--- config.mk ---
export PLATFORM = sky130hd
export DESIGN_NAME = gf180mcu_fd_sc_mcu9t5v0__clkdiv_4b
export DESIGN_NICKNAME = d
export VERILOG_FILES = /design/src/rtl/gf180mcu_fd_sc_mcu9t5v0__clkdiv_4b.sv
export SDC_FILE = /design/constraint.sdc
export NUM_CORES = 1
export LEC_CHECK = 0
export BUFFER_PORTS_ARGS = -buffer_cell sky130_fd_sc_hd__buf_2
export CAP_MARGIN = 10
export CORE_MARGIN = 4
export CORE_UTILIZATION = 60
export CTS_CLUSTER_SIZE = 20
export DETAILED_ROUTE_END_ITERATION = 16
export GPL_TIMING_DRIVEN = 0
export MAX_ROUTING_LAYER = met4
export PLACE_DENSITY = 0.79
export SLEW_MARGIN = 10
export SYNTH_ARGS = -nofsm -noshare
export SYNTH_HDL_FRONTEND = slang
export SYNTH_SLANG_ARGS = --single-unit
--- constraint.sdc ---
create_clock -name CLK -period 4.5 [get_ports CLK]
set_clock_uncertainty 0.2 [all_clocks]
set_input_delay 0.675 -clock CLK [delete_from_list [all_inputs] [get_ports CLK]]
set_output_delay 0.675 -clock CLK [all_outputs]
set_load 0.05 [all_outputs]
--- src/rtl/gf180mcu_fd_sc_mcu9t5v0__clkdiv_4b.sv ---
// Programmable clock divider, ratio DIV+2 (2..17), with graceful stop.
// Z, TC and BUSY are all flop outputs so the divided clock is glitch-free.
module gf180mcu_fd_sc_mcu9t5v0__clkdiv_4b (
    input  logic       CLK,
    input  logic       RST,
    input  logic       EN,
    input  logic [3:0] DIV,
    output logic       Z,
    output logic       TC,
    output logic       BUSY
);

    typedef enum logic [1:0] {
        StIdle = 2'd0,
        StRun  = 2'd1,
        StStop = 2'd2
    } state_e;

    state_e     state_q, state_d;
    logic [4:0] cnt_q, cnt_d;
    logic [4:0] nact_q, nact_d;
    logic [4:0] h_q, h_d;
    logic       z_q, z_d;
    logic       tc_q, tc_d;
    logic       busy_q, busy_d;

    logic [4:0] div_n;
    logic [4:0] div_n_inc;
    logic [4:0] div_h;
    logic       wrap;

    assign div_n     = {1'b0, DIV} + 5'd2;
    assign div_n_inc = div_n + 5'd1;
    assign div_h     = {1'b0, div_n_inc[4:1]};
    assign wrap      = (cnt_q == (nact_q - 5'd1));

    always_comb begin
        state_d = state_q;
        cnt_d   = cnt_q;
        nact_d  = nact_q;
        h_d     = h_q;

        case (state_q)
            StIdle: begin
                cnt_d = 5'd0;
                if (EN) begin
                    state_d = StRun;
                    nact_d  = div_n;
                    h_d     = div_h;
                end
            end
            StRun, StStop: begin
                if (wrap) begin
                    cnt_d = 5'd0;
                    // DIV is only picked up here, so a period is never cut short.
                    if (EN) begin
                        state_d = StRun;
                        nact_d  = div_n;
                        h_d     = div_h;
                    end else begin
                        state_d = StIdle;
                    end
                end else begin
                    cnt_d   = cnt_q + 5'd1;
                    state_d = EN ? StRun : StStop;
                end
            end
            default: begin
                state_d = StIdle;
                cnt_d   = 5'd0;
            end
        endcase

        if (RST) begin
            state_d = StIdle;
            cnt_d   = 5'd0;
            nact_d  = 5'd2;
            h_d     = 5'd1;
        end

        // Outputs are derived from next state so they land in flops.
        busy_d = (state_d != StIdle);
        z_d    = busy_d && (cnt_d < h_d);
        tc_d   = busy_d && (cnt_d == (nact_d - 5'd1));
    end

    always_ff @(posedge CLK) begin
        state_q <= state_d;
        cnt_q   <= cnt_d;
        nact_q  <= nact_d;
        h_q     <= h_d;
        z_q     <= z_d;
        tc_q    <= tc_d;
        busy_q  <= busy_d;
    end

    assign Z    = z_q;
    assign TC   = tc_q;
    assign BUSY = busy_q;

endmodule

==> results of run 1 <==
kinds of logic (layout without fill, tap and decap cells):
kind of cell	count (synthesis)	in the layout	share of synthesized area
compound gates	44	44	0.224
xor+xnor	16	16	0.103
fa+ha+maj	12	12	0.0988
buf+inv	25	37	0.0724
flops	20	20	0.263
mux	2	2	0.0140
simple gates	61	61	0.225
power by group through the flow:
stage                     clock (uW)  sequential (uW)  combinational, uW
final                           86.1              208                231
after global routing             101              210                251
after CTS                       88.9              207                227
after detailed placement           0              211                225
after global placement             0              211                217
after floorplan                    0              224                163
how the worst max path moves through the flow:
| stage | cells past startpoint | slack (ns) | to | start |
|---|---|---|---|---|
| floorplan | 13 | 1.29 | Z$_DFF_P_ | nact_q[0]$_DFF_P_ |
| global placement | 13 | 0.95 | Z$_DFF_P_ | nact_q[0]$_DFF_P_ |
| detailed placement | 14 | 0.87 | Z$_DFF_P_ | nact_q[0]$_DFF_P_ |
| CTS | 13 | 0.81 | Z$_DFF_P_ | nact_q[0]$_DFF_P_ |
| global route | 14 | 0.48 | Z$_DFF_P_ | nact_q[0]$_DFF_P_ |
| finish | 13 | 0.84 | Z$_DFF_P_ | nact_q[0]$_DFF_P_ |
layout make-up:
| class | count | area share |
|---|---|---|
| Buffer | 7 | 0.0262 |
| Clock buffer | 3 | 0.0139 |
| Inverter | 18 | 0.0416 |
| Multi-Input combinational cell | 135 | 0.622 |
| Sequential cell | 20 | 0.247 |
| Tap cell | 28 | 0.0216 |
| Timing Repair Buffer | 9 | 0.0278 |
through the flow:
stage | util | worst slack, ns | cell area, um2
final | 0.700 | 0.837 | 1620
after global routing | 0.700 | 0.481 | 1620
after CTS | 0.700 | 0.808 | 1620
after detailed placement | 0.690 | 0.867 | 1600
after global placement | 0.690 | 0.945 | 1600
after floorplan | - | 1.29 | 1520
state kept, by name, indices dropped and copies added (netlist names):
register,flops
cnt_q,5
h_q,5
nact_q,5
state_q,2
BUSY,1
TC,1
Z,1
tightest hold or removal path, stage by stage, from the launching register on:
cell      delay (ns)
dfxtp_1         0.31
nand3b_1        0.10
inv_1           0.04
cells in the final DEF (no fill, tap or decap), drive strengths merged, types with 2 or more instances in the layout:
cell | Yosys | routed
dfxtp | 20 | 20
inv | 18 | 18
nand2 | 17 | 17
ha | 12 | 12
buf | 3 | 12
xnor2 | 10 | 10
nor2 | 7 | 7
nor3 | 7 | 7
o21ai | 7 | 7
clkbuf | 4 | 7
a21oi | 6 | 6
xor2 | 5 | 5
a31oi | 5 | 5
nor2b | 4 | 4
a21o | 4 | 4
nand3 | 4 | 4
nor3b | 3 | 3
or2 | 3 | 3
a2111oi | 3 | 3
a41o | 2 | 2
and3 | 2 | 2
nand2b | 2 | 2
nand4 | 2 | 2
or3 | 2 | 2
a311oi | 2 | 2
nand3b | 2 | 2
o22a | 2 | 2
layer usage:
metal / share of wire / up-vias
met1: 0.46 / 652
li1: - / 673
met3: 0.067 / 7
met5: 0 / -
met2: 0.46 / 64
met4: 0.015 / 0
==> out/qor.yml, run 1 <==
grt_use_met2: 0.373
wl_mm: 3.57
top_usage_layer: "met2"
ios: 10
nFillCells: 186
initial_core_util: 0.656
seqPwrFrac: 0.396
hold_depth: 2
hp-class: "reg -> reg"
rsz0062_at_grt: "no"
ant_nets: 0
ys.flop_type: "dfxtp_1"
multiInputGateArea_um2: 1010
holdBufCountCts: 0
drtPass1Iterations: 4
cp_top_family: "simple AND/OR/NAND/NOR gates"
grt_pass1_vias: 1351
cp_slowest_cell: "xnor2_1"
grt_first_pass_wirelength_mm: 6.07
fin_setup_tns_ns: 0
peakVddDrop_uv: 224
yosysSeqAreaShare: 0.263
num_rows: 17
dpl.cell_count: 217
cts_max_path_buffers: 2
reg2reg_from: "nact_q[0]$_DFF_P_"
numCtsBuffers: 3
overflow: 0
fin_cells: 220
slew_headroom: 0.439
wire_per_inst_um: 16.2
status: "complete, no violations"
htreeDepth: 1
r2r_slack_ns: 0.84
die_h_um: 58.3
synthCells: 180
netSwitchingFraction: 0.402
synth_area_leaders: "dfxtp_1 (26%), ha_1 (9.9%), xnor2_1 (5.8%)"
globalRouteMet3Util: 0.0219
internal_power_uw: 314
die_x_um: 58.3
port_buffers: 9
post_cts_buffers: 0
fin_crit_ns: 3.66
drc: 0
power_frac_comb: 0.440
start_kind: "register"
ys_seq_elements: 20
ff2ff_path_depth: 13
gp_congestion: 0.871
drive_above_1_share: 0.130
power_uw: 524
netlist.area_leader.share: 0.263
cts_tree: "yes"
endpoint_kind: "register"
synth_commonest_cells: "dfxtp_1 (20), inv_1 (18), nand2_1 (17)"
finalMaxSlewViolations: 0
use_met1: 0.307
insertedDiodeCount: 0
coreArea_um2: 2320
clock_sinks: 20
crit_chain: "inv_1, ha_1, nor3b_1, xnor2_1, and3_1, buf_6, mux2_2, a222oi_1, or2_2, ha_1, nand4_1, a21oi_1, a2111oi_0"
ys_warn_count: 0
dpl.hpwl_mm: 2.71
cp.required_ns: 4.49
grt_max_degree: 11
yosysMostFrequentCell: "dfxtp_1"
setup_viol: 0
seqCellArea_um2: 400
root_buffer: "clkbuf_4"
tightest_slew_ns: 0.836
synth-edff-count: 0
grt_usage: 0.235
first_iter_violations: 84
num_vias: 1396
pwr-share-clk: 0.164
die_area_um2: 3400
arrival_ns: 3.65
p_leak_uw: 0.000690
clkLatencyLatePin_ns: 0.31
cts_resized: 0
whs_endpoint: "h_q[4]$_DFF_P_"
switchingPower_uw: 211
finalHoldViolations: 0
synth_area_um2: 1520
antenna_found_initial: 0
min_from: "h_q[4]$_DFF_P_"
rr_endpoint: "Z$_DFF_P_"
ys_async_sr_fraction: 0
path_max_fanout: 10
fmaxAchievable_ghz: 0.273
crit_buf_inv: 2
whs_ns: 0.291
syn_nets: 199
maxCapViolations: 0
nets: 213
fin_crit_sh: 0.814
areaGrowthSynthToFinish_pct: 6.75
clk_pin_slew_ns: 0.10
worst_path_largest_cell_delay_ns: 0.62
via_per_inst: 6.35
synth_cell_type_count: 56
powerDensity_nw_per_um2: 323
crit_type: "reg -> reg"
avgSynthCellArea_um2: 8.45
synth_top_area_cell: "dfxtp_1"
cp_common_cell: "ha_1"
(Power assumes the default switching activity.)
==> run 2, diff against run 1 <==
==> constraint.sdc (replaced) <==
create_clock -name CLK -period 3.6 [get_ports CLK]
set_clock_uncertainty 0.2 [all_clocks]
set_input_delay 0.54 -clock CLK [delete_from_list [all_inputs] [get_ports CLK]]
set_output_delay 0.54 -clock CLK [all_outputs]
set_load 0.05 [all_outputs]
==> out/qor.yml, run 2 (synthesized netlist as in run 1, its figures left out) <==
status: "complete, no violations"
switchingPower_uw: 276  # +31%
wl_mm: 3.72  # +4.3%
ios: 10  # unchanged
die_area_um2: 3400  # unchanged
cts_max_path_buffers: 2  # unchanged
die_h_um: 58.3  # unchanged
netSwitchingFraction: 0.398  # -0.00334
dpl.hpwl_mm: 2.71  # unchanged
antenna_found_initial: 0  # unchanged
multiInputGateArea_um2: 1060  # +5.0%
drtPass1Iterations: 4  # unchanged
cts_tree: "yes"
endpoint_kind: "register"
hp-class: "reg -> reg"
port_buffers: 9  # unchanged
fmaxAchievable_ghz: 0.292  # +7.1%
grt_first_pass_wirelength_mm: 6.09  # +0.33%
fin_crit_ns: 3.42  # -0.244 ns
dp_slack_ns: -0.0333  # -0.900 ns
arrival_ns: 3.43  # -0.22 ns
internal_power_uw: 417  # +33%
rsz0062_at_grt: "no"
coreArea_um2: 2320  # unchanged
start_kind: "register"
pwr-share-clk: 0.156  # -0.008
crit_type: "reg -> reg"
fin_cells: 223  # +1.4%
tightest_slew_ns: 0.799  # -0.0368 ns
r2r_slack_ns: 0.18  # -0.66 ns
wire_per_inst_um: 16.7  # +2.9%
cp.required_ns: 3.61  # -0.88 ns
die_x_um: 58.3  # unchanged
num_vias: 1400  # +0.29%
worst_path_largest_cell_delay_ns: 0.40  # -0.22 ns
via_per_inst: 6.28  # -1.1%
nets: 216  # +1.4%
path_max_fanout: 10  # unchanged
htreeDepth: 1  # unchanged
clkLatencyLatePin_ns: 0.31  # about the same
initial_core_util: 0.656  # unchanged
finalHoldViolations: 0  # unchanged
clock_sinks: 20  # unchanged
powerDensity_nw_per_um2: 406  # +26%
fin_crit_sh: 0.950  # +0.136
numCtsBuffers: 3  # unchanged
clk_pin_slew_ns: 0.10  # about the same
overflow: 0  # unchanged
root_buffer: "clkbuf_4"
nFillCells: 172  # -7.5%
first_iter_violations: 82  # -2.4%
grt_max_degree: 11  # unchanged
ant_nets: 0  # unchanged
reg_top3: "cnt_q x5, h_q x5, nact_q x5"
areaGrowthSynthToFinish_pct: 12.3
whs_endpoint: "h_q[4]$_DFF_P_"
crit_chain: "inv_1, ha_1, nor3b_2, xnor2_4, and3_1, buf_6, o2bb2ai_1, nand2_1, nand2_1, a21o_1, ha_1, a21o_1, a21o_1, a2111oi_2"
cp_common_cell: "a21o_1"
power_frac_comb: 0.468  # +0.028
gp_congestion: 0.871  # unchanged
grt_usage: 0.237  # +0.00199
min_from: "h_q[4]$_DFF_P_"
p_leak_uw: 0.000728  # +5.5%
reg2reg_from: "nact_q[0]$_DFF_P_"
drive_above_1_share: 0.174  # +0.0442
slew_headroom: 0.464  # +0.0249
dpl.cell_count: 217  # unchanged
mostFrequentLayoutCell: "dfxtp_1"
insertedDiodeCount: 0  # unchanged
holdBufCountCts: 0  # unchanged
hold_depth: 2  # unchanged
layout_common_cells: "dfxtp_1 (20), inv_1 (18), nand2_1 (17)"
grt_pass1_vias: 1356  # +0.37%
peakVddDrop_uv: 300  # +34%
maxCapViolations: 0  # unchanged
seqCellArea_um2: 400  # unchanged
worst_slack_ns: 0.181  # -0.656 ns
ff2ff_path_depth: 14  # +1
num_rows: 17  # unchanged
rr_endpoint: "Z$_DFF_P_"
seqPwrFrac: 0.376  # -0.020
drc: 0  # unchanged
cp_slowest_cell: "nor3b_2"
setup_viol: 0  # unchanged
finalMaxSlewViolations: 0  # unchanged
[run 2: power by group through the flow]
| stage | registers, uW | clock network, uW | logic (uW) |
|---|---|---|---|
| global placement | 263 | 0 | 271 |
| finish | 261 | 108 | 324 |
| floorplan | 280 | 0 | 203 |
| detailed placement | 264 | 0 | 281 |
| global route | 264 | 126 | 351 |
| CTS | 259 | 111 | 286 |
[run 2: per-stage QoR]
stage | utilization | area (um2) | setup TNS [ns] | total power (uW) | hold WS (ns)
after CTS | 0.703 | 1630 | 0 | 657 | 0.301
after floorplan | - | 1520 | 0 | 483 | 0.246
after detailed placement | 0.690 | 1600 | -0.0333 | 545 | 0.281
after global routing | 0.737 | 1710 | 0 | 740 | 0.329
final | 0.737 | 1710 | 0 | 693 | 0.292
after global placement | 0.690 | 1600 | 0 | 535 | 0.273
[run 2: worst max path at each step]
stage                                  from        end  slack (ns)  cells past startpoint
after floorplan           nact_q[0]$_DFF_P_  Z$_DFF_P_        0.39                     13
final                     nact_q[0]$_DFF_P_  Z$_DFF_P_        0.18                     14
after global placement    nact_q[0]$_DFF_P_  Z$_DFF_P_        0.05                     13
after detailed placement  nact_q[0]$_DFF_P_  Z$_DFF_P_       -0.03                     14
after CTS                 nact_q[0]$_DFF_P_  Z$_DFF_P_        0.10                     13
after global routing      nact_q[0]$_DFF_P_  Z$_DFF_P_       0.005                     14
[run 2: final cells by class]
class	count	share of cell area
Tap cell	28	0.0205
Multi-Input combinational cell	135	0.621
Clock buffer	3	0.0132
Buffer	7	0.0249
Timing Repair Buffer	12	0.0469
Sequential cell	20	0.234
Inverter	18	0.0396
[run 2: per-layer routing]
layer  track usage  up-vias  share of wire
li1              -      680              -
met1         0.306      644           0.44
met2         0.373       63           0.46
met3        0.0219       13          0.073
met4         0.109        0          0.027
met5             -        -              0
[run 2: worst max-delay path: cells and delay by family, from the launching register on]
family	cells	cell delay (ns)
compound gates	5	0.97
simple gates	4	0.81
flops	1	0.36
xor+xnor	1	0.18
buf+inv	2	0.28
fa+ha+maj	2	0.51
[run 2: what timing repair did]
action | 4_1_cts | 5_1_grt
pin swaps | 0 | 2
resized for setup | 1 | 7
setup endpoints to repair | 1 | 1
setup buffers | 0 | 3
gates cloned | 0 | 0
hold endpoints to repair | 0 | 0
